**config.mk**
```make
export PLATFORM = sky130hd
export DESIGN_NAME = multu_hilo_flat
export DESIGN_NICKNAME = d
export VERILOG_FILES = /design/src/rtl/multu_hilo_pkg.sv /design/src/rtl/multu_hilo_if.sv /design/src/rtl/multu_hilo_step.sv /design/src/rtl/multu_hilo.sv /design/src/flat_wrapper.sv
export SDC_FILE = /design/constraint.sdc
export NUM_CORES = 1
export LEC_CHECK = 0
export ABC_AREA = 1
export BUFFER_PORTS_ARGS = -buffer_cell sky130_fd_sc_hd__buf_2
export CORE_ASPECT_RATIO = 0.6
export CORE_MARGIN = 2
export CORE_UTILIZATION = 65
export CTS_CLUSTER_SIZE = 24
export DETAILED_ROUTE_END_ITERATION = 8
export PLACE_DENSITY = 0.87
export REMOVE_ABC_BUFFERS = 1
export SETUP_SLACK_MARGIN = 0.5
export SYNTH_ARGS = -nofsm -noshare
export SYNTH_HDL_FRONTEND = slang
export SYNTH_SLANG_ARGS = --single-unit
```
**constraint.sdc**
```tcl
create_clock -name clk -period 10.53 [get_ports clk]
set_clock_uncertainty 0.15 [all_clocks]
set_input_delay 1.053 -clock clk [delete_from_list [all_inputs] [get_ports clk]]
set_output_delay 1.053 -clock clk [all_outputs]
set_load 0.02 [all_outputs]
```
**src/rtl/multu_hilo_pkg.sv**
```systemverilog
// Shared definitions for the multu_hilo multiplier: read-select encoding
// (matches the ALU control Sel field) and the multiply FSM state type.
package multu_hilo_pkg;

   // Read-select encoding for mfhi/mflo writeback
   localparam logic [1:0] SEL_NONE = 2'b00;
   localparam logic [1:0] SEL_HI   = 2'b01;
   localparam logic [1:0] SEL_LO   = 2'b10;

   // Multiply FSM states
   typedef enum logic {
      ST_IDLE = 1'b0,
      ST_RUN  = 1'b1
   } multu_state_e;

   // True when sel addresses one of the result registers
   function automatic logic sel_is_reg(input logic [1:0] sel);
      return (sel == SEL_HI) || (sel == SEL_LO);
   endfunction

endpackage : multu_hilo_pkg

```
**src/rtl/multu_hilo_if.sv**
```systemverilog
// Bus between ALU control / writeback and the multu_hilo multiplier.
//
// Handshake: start is a request that is accepted only on a rising edge where
// busy==0 (there is no separate ready; ready is !busy). A request seen while
// busy is dropped, not queued. done is a one-cycle pulse marking the edge on
// which hi/lo took the new product; busy is low in that cycle so a new start
// may be presented immediately. sel is a pure read-select and never affects
// state.
interface multu_hilo_if #(
   parameter int WIDTH = 32
) ();

   logic             start;
   logic [WIDTH-1:0] op_a;
   logic [WIDTH-1:0] op_b;
   logic [1:0]       sel;
   logic             busy;
   logic             done;
   logic [WIDTH-1:0] hi;
   logic [WIDTH-1:0] lo;
   logic [WIDTH-1:0] rd_data;

   // Requester side (ALU control / writeback)
   modport master (
      output start, op_a, op_b, sel,
      input  busy, done, hi, lo, rd_data
   );

   // Multiplier side
   modport slave (
      input  start, op_a, op_b, sel,
      output busy, done, hi, lo, rd_data
   );

endinterface : multu_hilo_if

```
**src/rtl/multu_hilo_step.sv**
```systemverilog
// One shift-add step of the unsigned multiplier. Purely combinational:
// conditionally adds the multiplicand into the accumulator, then shifts the
// multiplicand left and the multiplier right. The 2W accumulator cannot
// overflow because the full product always fits in 2W bits.
module multu_step #(
   parameter int WIDTH = 32
) (
   input  logic [2*WIDTH-1:0] i_acc,
   input  logic [2*WIDTH-1:0] i_mcand,
   input  logic [WIDTH-1:0]   i_mplier,
   output logic [2*WIDTH-1:0] o_acc,
   output logic [2*WIDTH-1:0] o_mcand,
   output logic [WIDTH-1:0]   o_mplier
);

   logic [2*WIDTH-1:0] w_sum;

   assign w_sum = i_acc + i_mcand;

   // Add when the current multiplier LSB is set, then advance both shifters
   always_comb begin
      o_acc    = i_mplier[0] ? w_sum : i_acc;
      o_mcand  = i_mcand << 1;
      o_mplier = i_mplier >> 1;
   end

endmodule : multu_step

```
**src/rtl/multu_hilo.sv**
```systemverilog
// Sequential WIDTHxWIDTH unsigned shift-add multiplier with HI/LO registers.
// A start pulse in IDLE launches a multiply; HI/LO update only on the finish
// edge, together with a one-cycle done pulse. rd_data muxes HI/LO for
// mfhi/mflo writeback.
// Optional feature: define MULTU_EARLY_EXIT_EN to finish as soon as the
// shifted multiplier reaches zero (results identical, only latency shrinks).
module multu_hilo
   import multu_hilo_pkg::*;
#(
   parameter int WIDTH = 32
) (
   input  logic            clk,
   input  logic            rst,
   multu_hilo_if.slave     bus,
   output multu_state_e    o_dbg_state
);

   localparam int CNT_W = $clog2(WIDTH);
   localparam logic [CNT_W-1:0] LAST_CNT = CNT_W'(WIDTH - 1);

   // FSM
   multu_state_e r_state;
   multu_state_e w_next_state;
   logic         w_load;
   logic         w_step;
   logic         w_finish;
   logic         w_last;

   // Datapath
   logic [2*WIDTH-1:0] r_acc;
   logic [2*WIDTH-1:0] r_mcand;
   logic [WIDTH-1:0]   r_mplier;
   logic [CNT_W-1:0]   r_cnt;
   logic [WIDTH-1:0]   r_hi;
   logic [WIDTH-1:0]   r_lo;
   logic               r_done;

   logic [2*WIDTH-1:0] w_next_acc;
   logic [2*WIDTH-1:0] w_next_mcand;
   logic [WIDTH-1:0]   w_next_mplier;
   logic [WIDTH-1:0]   w_rd_data;

   multu_step #(
      .WIDTH (WIDTH)
   ) u_step (
      .i_acc    (r_acc),
      .i_mcand  (r_mcand),
      .i_mplier (r_mplier),
      .o_acc    (w_next_acc),
      .o_mcand  (w_next_mcand),
      .o_mplier (w_next_mplier)
   );

   // Decide whether the current RUN edge is the last one
   always_comb begin
`ifdef MULTU_EARLY_EXIT_EN
      w_last = (r_cnt == LAST_CNT) || (w_next_mplier == '0);
`else
      w_last = (r_cnt == LAST_CNT);
`endif
   end

   // FSM state register
   always_ff @(posedge clk or posedge rst) begin
      if (rst) begin
         r_state <= ST_IDLE;
      end else begin
         r_state <= w_next_state;
      end
   end

   // FSM next-state and datapath controls
   always_comb begin
      w_next_state = r_state;
      w_load       = 1'b0;
      w_step       = 1'b0;
      w_finish     = 1'b0;
      case (r_state)
         ST_IDLE: begin
            if (bus.start) begin
               w_load       = 1'b1;
               w_next_state = ST_RUN;
            end
         end
         ST_RUN: begin
            // start is ignored here: operands are never resampled mid-run
            w_step = 1'b1;
            if (w_last) begin
               w_finish     = 1'b1;
               w_next_state = ST_IDLE;
            end
         end
         default: begin
            w_next_state = ST_IDLE;
         end
      endcase
   end

   // Operand load and shift-add iteration
   always_ff @(posedge clk or posedge rst) begin
      if (rst) begin
         r_acc    <= '0;
         r_mcand  <= '0;
         r_mplier <= '0;
         r_cnt    <= '0;
      end else if (w_load) begin
         r_acc    <= '0;
         r_mcand  <= {{WIDTH{1'b0}}, bus.op_a};
         r_mplier <= bus.op_b;
         r_cnt    <= '0;
      end else if (w_step) begin
         r_acc    <= w_next_acc;
         r_mcand  <= w_next_mcand;
         r_mplier <= w_next_mplier;
         r_cnt    <= r_cnt + CNT_W'(1);
      end
   end

   // HI/LO capture and done pulse on the finish edge only
   always_ff @(posedge clk or posedge rst) begin
      if (rst) begin
         r_hi   <= '0;
         r_lo   <= '0;
         r_done <= 1'b0;
      end else begin
         r_done <= w_finish;
         if (w_finish) begin
            r_hi <= w_next_acc[2*WIDTH-1:WIDTH];
            r_lo <= w_next_acc[WIDTH-1:0];
         end
      end
   end

   // Writeback read mux; unused encodings read as zero
   always_comb begin
      w_rd_data = '0;
      if (sel_is_reg(bus.sel)) begin
         w_rd_data = (bus.sel == SEL_HI) ? r_hi : r_lo;
      end
   end

   assign bus.busy    = (r_state == ST_RUN);
   assign bus.done    = r_done;
   assign bus.hi      = r_hi;
   assign bus.lo      = r_lo;
   assign bus.rd_data = w_rd_data;
   assign o_dbg_state = r_state;

endmodule : multu_hilo

```
**src/flat_wrapper.sv**
```systemverilog
// flat-port wrapper written by rule: the top's interface ports become plain ports
module multu_hilo_flat import multu_hilo_pkg::*;
#(
   parameter int WIDTH = 32
)
  (clk, rst, o_dbg_state, bus_start, bus_op_a, bus_op_b, bus_sel, bus_busy, bus_done, bus_hi, bus_lo, bus_rd_data);
  multu_hilo_if #(.WIDTH(WIDTH)) bus_i ();
  input  logic clk;
  input  logic rst;
  output multu_state_e o_dbg_state;
  input wire logic [$bits(bus_i.start)-1:0] bus_start;
  input wire logic [$bits(bus_i.op_a)-1:0] bus_op_a;
  input wire logic [$bits(bus_i.op_b)-1:0] bus_op_b;
  input wire logic [$bits(bus_i.sel)-1:0] bus_sel;
  output wire logic [$bits(bus_i.busy)-1:0] bus_busy;
  output wire logic [$bits(bus_i.done)-1:0] bus_done;
  output wire logic [$bits(bus_i.hi)-1:0] bus_hi;
  output wire logic [$bits(bus_i.lo)-1:0] bus_lo;
  output wire logic [$bits(bus_i.rd_data)-1:0] bus_rd_data;
  assign bus_i.start = bus_start;
  assign bus_i.op_a = bus_op_a;
  assign bus_i.op_b = bus_op_b;
  assign bus_i.sel = bus_sel;
  assign bus_busy = bus_i.busy;
  assign bus_done = bus_i.done;
  assign bus_hi = bus_i.hi;
  assign bus_lo = bus_i.lo;
  assign bus_rd_data = bus_i.rd_data;
  multu_hilo #(.WIDTH(WIDTH)) u_core (.clk(clk), .rst(rst), .bus(bus_i), .o_dbg_state(o_dbg_state));
endmodule
```
==> reports/results.ini, run 1 <==
[grt]
grt_pass1_vias = 16356
grt_util_all_layers_pct = 46.1
grt_overflow_total = 0
grt_use_met1_pct = 68.7
antenna_found_initial = 1
grt_first_pass_wirelength_um = 91000
use_met2_pct = 64.0
grt_most_used_layer = met1
grt_use_met3_pct = 15.3
grt_max_degree = 86

[pwr]
totalPowerFinal_mw = 6.82
p_per_area_mw_per_mm2 = 384
ir_worst_vdd_mv = 0.289
leakage_nw = 10.1

[job]
maxCapViolations = 0

[synth]
yosys-top-cells-area = dfrtp_1 36%, nand2_1 23%, inv_1 9.6%
synth_top_area_cell = dfrtp_1
synth_area_mm2 = 0.0160
synth_warnings = 0
synth-seq-area-share_pct = 36.2
synth_seq_cells = 231
synth.avg_cell_area_um2 = 6.53
yosysMostFrequentCell = nand2_1
synth_top_area_share_pct = 36.2
synthTopCellsByCount = 982 x nand2_1, 407 x inv_1, 231 x dfrtp_1, 163 x nand3_1, 110 x nor2_1
synth-edff-count = 0
syn_inst = 2443
synth_ff_type = dfrtp_1
synth_cell_types = 38
synthArstFlopShare_pct = 100

[finish]
area_delta_synth_final_pct = 11.2
seq_area_mm2 = 0.00578
final_util_pct = 73.4
multi_input_area_mm2 = 0.00825
stdcell_count = 2903
num_antenna_cells = 0
design_area_mm2 = 0.0177
drive_above_1_share_pct = 12.2
n_fill_cell = 1769
nNetsFinal = 2703

[clock_network]
clk_pin_slew_worst_paths_ns = 0.08
root_buffer = clkbuf_16
cts_buffer_depth = 3
insertion_delay_ns = 0.53
cts_resized = 0
clock-sinks = 231
htreeDepth = 1
cts_tree = yes
cts_buffers = 21
cts.hold.buffers_added = 0
postCtsSetupRepairBufs = 0

[timing]
tns_ns = 0
slew_headroom_pct = 12.0
layout_min_cycle_time_ns = 4.96
period_share_pct = 47.1
report.final.hold_viol_count = 0
timing.hold.ws_ns = 0.350
tightest_slew_ns = 1.32
clock.fmax_mhz = 201
setup_viol = 0
setup_ws_ns = 5.57
rsz0062_at_grt = false
maxSlewViolCount = 0

[detailed_routing]
drc = 0
drtPass1Iterations = 8
viasPerCell = 6.03
detailedRoute.firstIterationViolations = 2596
drt-total-wl_um = 59600
final_antenna_net_count = 0
vias = 17506
wire_per_inst_um = 20.5

[min_path]
whs_path_depth = 2
hold_end = u_core.r_mplier[13]
hold_path_startpoint = u_core.r_mplier[13]
holdCritPathClass = flop to flop

[placement]
portBuffers = 167
placed_cell_area_mm2 = 0.0170
hpwl_um = 42600
numPlacedInstances = 2866
gp_congestion = 1.02
dp_slack_ns = 5.86

[status]
status = finished, final reports clean

[worst_setup_path]
r2r_end = u_core.bus.hi[12]
required_ns = 9.33
cp.arrival_ns = 3.76
reg2reg_from = u_core.r_mcand[0]
rrSetupSlack_ns = 7.38
crit_type = primary input to output port
crit_fanout = 35
start_kind = primary input
cp-end-kind = output port
reg2reg_depth = 14

[floorplan]
die_w_um = 206
num_rows = 44
coreArea_mm2 = 0.0242
ios = 168
initial_core_util_pct = 66.0
die_area_mm2 = 0.0259
die_h_um = 125

-- kinds of logic after synthesis --
logic type / Yosys count / share of synthesized area [%]
AND/OR/NAND/NOR: 1348 / 34.8
buffers and inverters: 510 / 12.1
AO/OA/AOI/OAI: 258 / 9.92
flip-flops: 231 / 36.2
adder cells (fa/ha/maj): 67 / 5.30
XOR/XNOR: 29 / 1.59
-- routing by layer --
layer  vias to the layer above  part of all wire [%]
met5                         -                 0.076
met4                         4                   3.1
met3                       196                    16
met2                      1459                    39
met1                      8024                    41
li1                       7823                     -
-- registers in the layout, indices dropped and copies added, names as in the netlist --
signal / cells
u_core.bus.done: 1
u_core.bus.busy: 1
u_core.bus.hi: 32
u_core.r_cnt: 5
u_core.bus.lo: 32
u_core.r_mcand: 64
u_core.r_mplier: 32
u_core.r_acc: 64
-- cell usage in the layout (no fill, tap or decap), types with 4 or more instances in the layout --
master / netlist / routed
nand2_1: 982 / 981
inv_1: 407 / 403
dfrtp_1: 231 / 229
buf_2: 10 / 167
nand3_1: 163 / 163
nor2_1: 110 / 109
a21oi_1: 72 / 72
ha_1: 66 / 66
o22ai_1: 47 / 47
o211ai_1: 44 / 44
o21ai_0: 40 / 40
or2_2: 31 / 31
inv_2: 20 / 23
clkbuf_16: 0 / 21
o221ai_1: 18 / 18
o21ai_1: 17 / 17
xor2_1: 16 / 16
nor2_2: 14 / 14
nand2_2: 13 / 14
xnor2_1: 13 / 13
buf_4: 1 / 13
nand4_1: 9 / 9
nand3_2: 7 / 7
a22oi_1: 7 / 7
nor3_2: 6 / 6
nor3_1: 6 / 6
clkinv_2: 0 / 6
a211oi_1: 5 / 5
bufinv_16: 0 / 5
clkinv_1: 4 / 4
o21bai_1: 4 / 4
a22o_1: 4 / 4
-- how the worst max path moves through the flow --
stage / end / startpoint / slack (ns)
6_report: bus_rd_data[29] / bus_sel[1] / 5.57
5_1_grt: bus_rd_data[28] / bus_sel[1] / 5.55
4_1_cts: bus_rd_data[29] / bus_sel[1] / 5.82
3_5_place_dp: bus_rd_data[28] / bus_sel[1] / 5.86
3_3_place_gp: bus_rd_data[29] / bus_sel[1] / 6.09
2_1_floorplan: u_core.bus.busy / rst / 2.99
-- cell type report --
class,count,area share [%]
Multi-Input combinational cell,1702,46.5
Sequential cell,231,32.6
Inverter,431,9.16
Timing Repair Buffer,180,5.26
Clock buffer,23,3.01
Tap cell,322,2.27
Clock inverter,14,1.16
-- power breakdown --
group          internal [mW]  total [mW]  leakage [nW]  switching [mW]
sequential              1.29        1.67          2.91           0.388
combinational           1.29        4.28          6.82            2.99
clock                  0.491       0.860         0.364           0.369
-- worst max-delay path: stages --
cell and delay (ns):
buf_2 0.10, inv_1 0.05, ha_1 0.13, buf_4 0.36, clkinv_1 1.12, a211oi_1 0.66, buf_2 0.25
Power figures use the tool's default switching activity.
==> run 2, diff against run 1 <==
- CORE_UTILIZATION: 65 -> 60
- PLACE_DENSITY: 0.87 -> 0.81
- clock period: 10.53 -> 4.9 ns (I/O delays scaled with it)
==> reports/results.ini, run 2 (synthesized netlist as in run 1, its figures left out) <==
[worst_setup_path]
start_kind = primary input
rrSetupSlack_ns = 1.92
crit_path_cell_trace = buf_2 -> inv_1 -> ha_1 -> clkinv_1 -> buf_4 -> a211oi_1 -> buf_2
cp-end-kind = output port
crit_fanout = 20
cp.arrival_ns = 2.35
cpMostUsedCell = buf_2
crit_start = bus_sel[1]
r2r_end = u_core.bus.hi[28]
max_stage_delay_ns = 0.64
crit_type = primary input to output port
reg2reg_depth = 14
slowest_stage = clkinv_1
reg2reg_from = u_core.r_mcand[0]
required_ns = 4.26

[clock_network]
clock-sinks = 231
cts_buffer_depth = 3
cts.hold.buffers_added = 2
root_buffer = clkbuf_16
cts_tree = yes
cts_buffers = 22
cts_resized = 0
htreeDepth = 1
postCtsSetupRepairBufs = 0
insertion_delay_ns = 0.54
clk_pin_slew_worst_paths_ns = 0.06

[pwr]
pwr-share-seq_pct = 24.8
swShare_pct = 54.2
p_int_mw = 6.47
p_comb_share_pct = 62.9
p_sw_mw = 7.68
clkPwrFrac_pct = 12.3
leakage_nw = 10.1
p_per_area_mw_per_mm2 = 795
ir_worst_vdd_mv = 0.553

[timing]
clock.fmax_mhz = 335
rsz0062_at_grt = false
report.final.hold_viol_count = 0
period_share_pct = 61.0
setup_viol = 0
tns_ns = 0
maxSlewViolCount = 0
slew_headroom_pct = 29.8
tightest_slew_ns = 1.05
layout_min_cycle_time_ns = 2.99
setup_ws_ns = 1.91

[finish]
n_fill_cell = 2328
num_antenna_cells = 0
reg.largest.list = u_core.r_acc: 64 flops, u_core.r_mcand: 64 flops
design_area_mm2 = 0.0178
layout_common_cells = 981 x nand2_1, 403 x inv_1, 229 x dfrtp_1
final_common_cell = nand2_1
drive_above_1_share_pct = 12.3
nNetsFinal = 2707
multi_input_area_mm2 = 0.00825
area_delta_synth_final_pct = 11.5
seq_area_mm2 = 0.00578

[floorplan]
coreArea_mm2 = 0.0262
ios = 168
initial_core_util_pct = 60.8
num_rows = 46
die_h_um = 130
die_area_mm2 = 0.0280
die_w_um = 215

[placement]
portBuffers = 167
gp_congestion = 1.02
dp_slack_ns = 1.96
placed_cell_area_mm2 = 0.0171
hpwl_um = 39800

[detailed_routing]
detailedRoute.firstIterationViolations = 2051
drtPass1Iterations = 5
highest_layer = met4
wl_met1_um = 25300
drt-total-wl_um = 53600
drc = 0
final_antenna_net_count = 0
vias = 16481
wire_per_inst_um = 18.2
wl_met3_um = 7140
viasPerCell = 5.59
met2RoutedLength_um = 20000

[grt]
antenna_found_initial = 0
grt_max_degree = 143
grt_util_all_layers_pct = 37.8
grt_overflow_total = 0
grt_first_pass_wirelength_um = 81600
grt_pass1_vias = 14521

[min_path]
holdCritPathClass = primary input to asynchronous set/reset pin

[job]
maxCapViolations = 0

[status]
status = finished, final reports clean

## run 2: cell count changes in the layout (fill, tap and decap cells not counted), moves of 2 or more
cell and change:
clkbuf_16 +2, clkbuf_1 +2, dlygate4sd3_1 +2, clkbuf_8 +5, bufinv_16 -5, clkinv_2 -3
## run 2: layout make-up
type / count / share of cell area, %
repair buffers: 183 / 5.47
multi-input cells: 1702 / 46.4
well taps: 360 / 2.53
clock buffers: 32 / 3.71
inverters: 431 / 9.14
clock inverters: 7 / 0.267
flip-flops and latches: 231 / 32.5
## run 2: worst max-delay path, delay by kind of cell
| family | cells | cell delay (ns) |
|---|---|---|
| compound gates | 1 | 0.21 |
| buf+inv | 5 | 1.47 |
| fa+ha+maj | 1 | 0.16 |
## run 2: power groups by stage
stage / Sequential, mW / Combinational (mW) / Clock, mW
global route: 3.58 / 9.74 / 1.80
CTS: 3.48 / 8.58 / 1.73
floorplan: 3.64 / 5.68 / 0
finish: 3.51 / 8.90 / 1.74
detailed placement: 3.49 / 8.49 / 0
global placement: 3.46 / 8.32 / 0
## run 2: per-stage QoR
stage                     std cells  power [mW]  hold slack [ns]  utilization (%)
final                          2946        14.1        0.0000744             67.8
after detailed placement       2905        12.0            0.329             65.0
after CTS                      2946        13.8          0.00388             67.8
after floorplan                2364        9.32            0.301                -
after global routing           2946        15.1           0.0320             67.8
after global placement         2905        11.8            0.326             65.0
## run 2: worst max path at each step
stage,to,slack [ns],cells past startpoint
6_report,bus_rd_data[31],1.91,7
5_1_grt,bus_rd_data[31],1.79,7
4_1_cts,bus_rd_data[31],1.96,7
3_5_place_dp,bus_rd_data[31],1.96,7
3_3_place_gp,bus_rd_data[31],2.02,7
2_1_floorplan,u_core.bus.busy,-2.07,1
## run 2: per-layer routing
layer | vias up | global-route usage [%]
met5 | - | 0
met4 | 0 | 8.21
met3 | 77 | 10.3
met1 | 7639 | 59.8
li1 | 7841 | -
met2 | 924 | 50.5
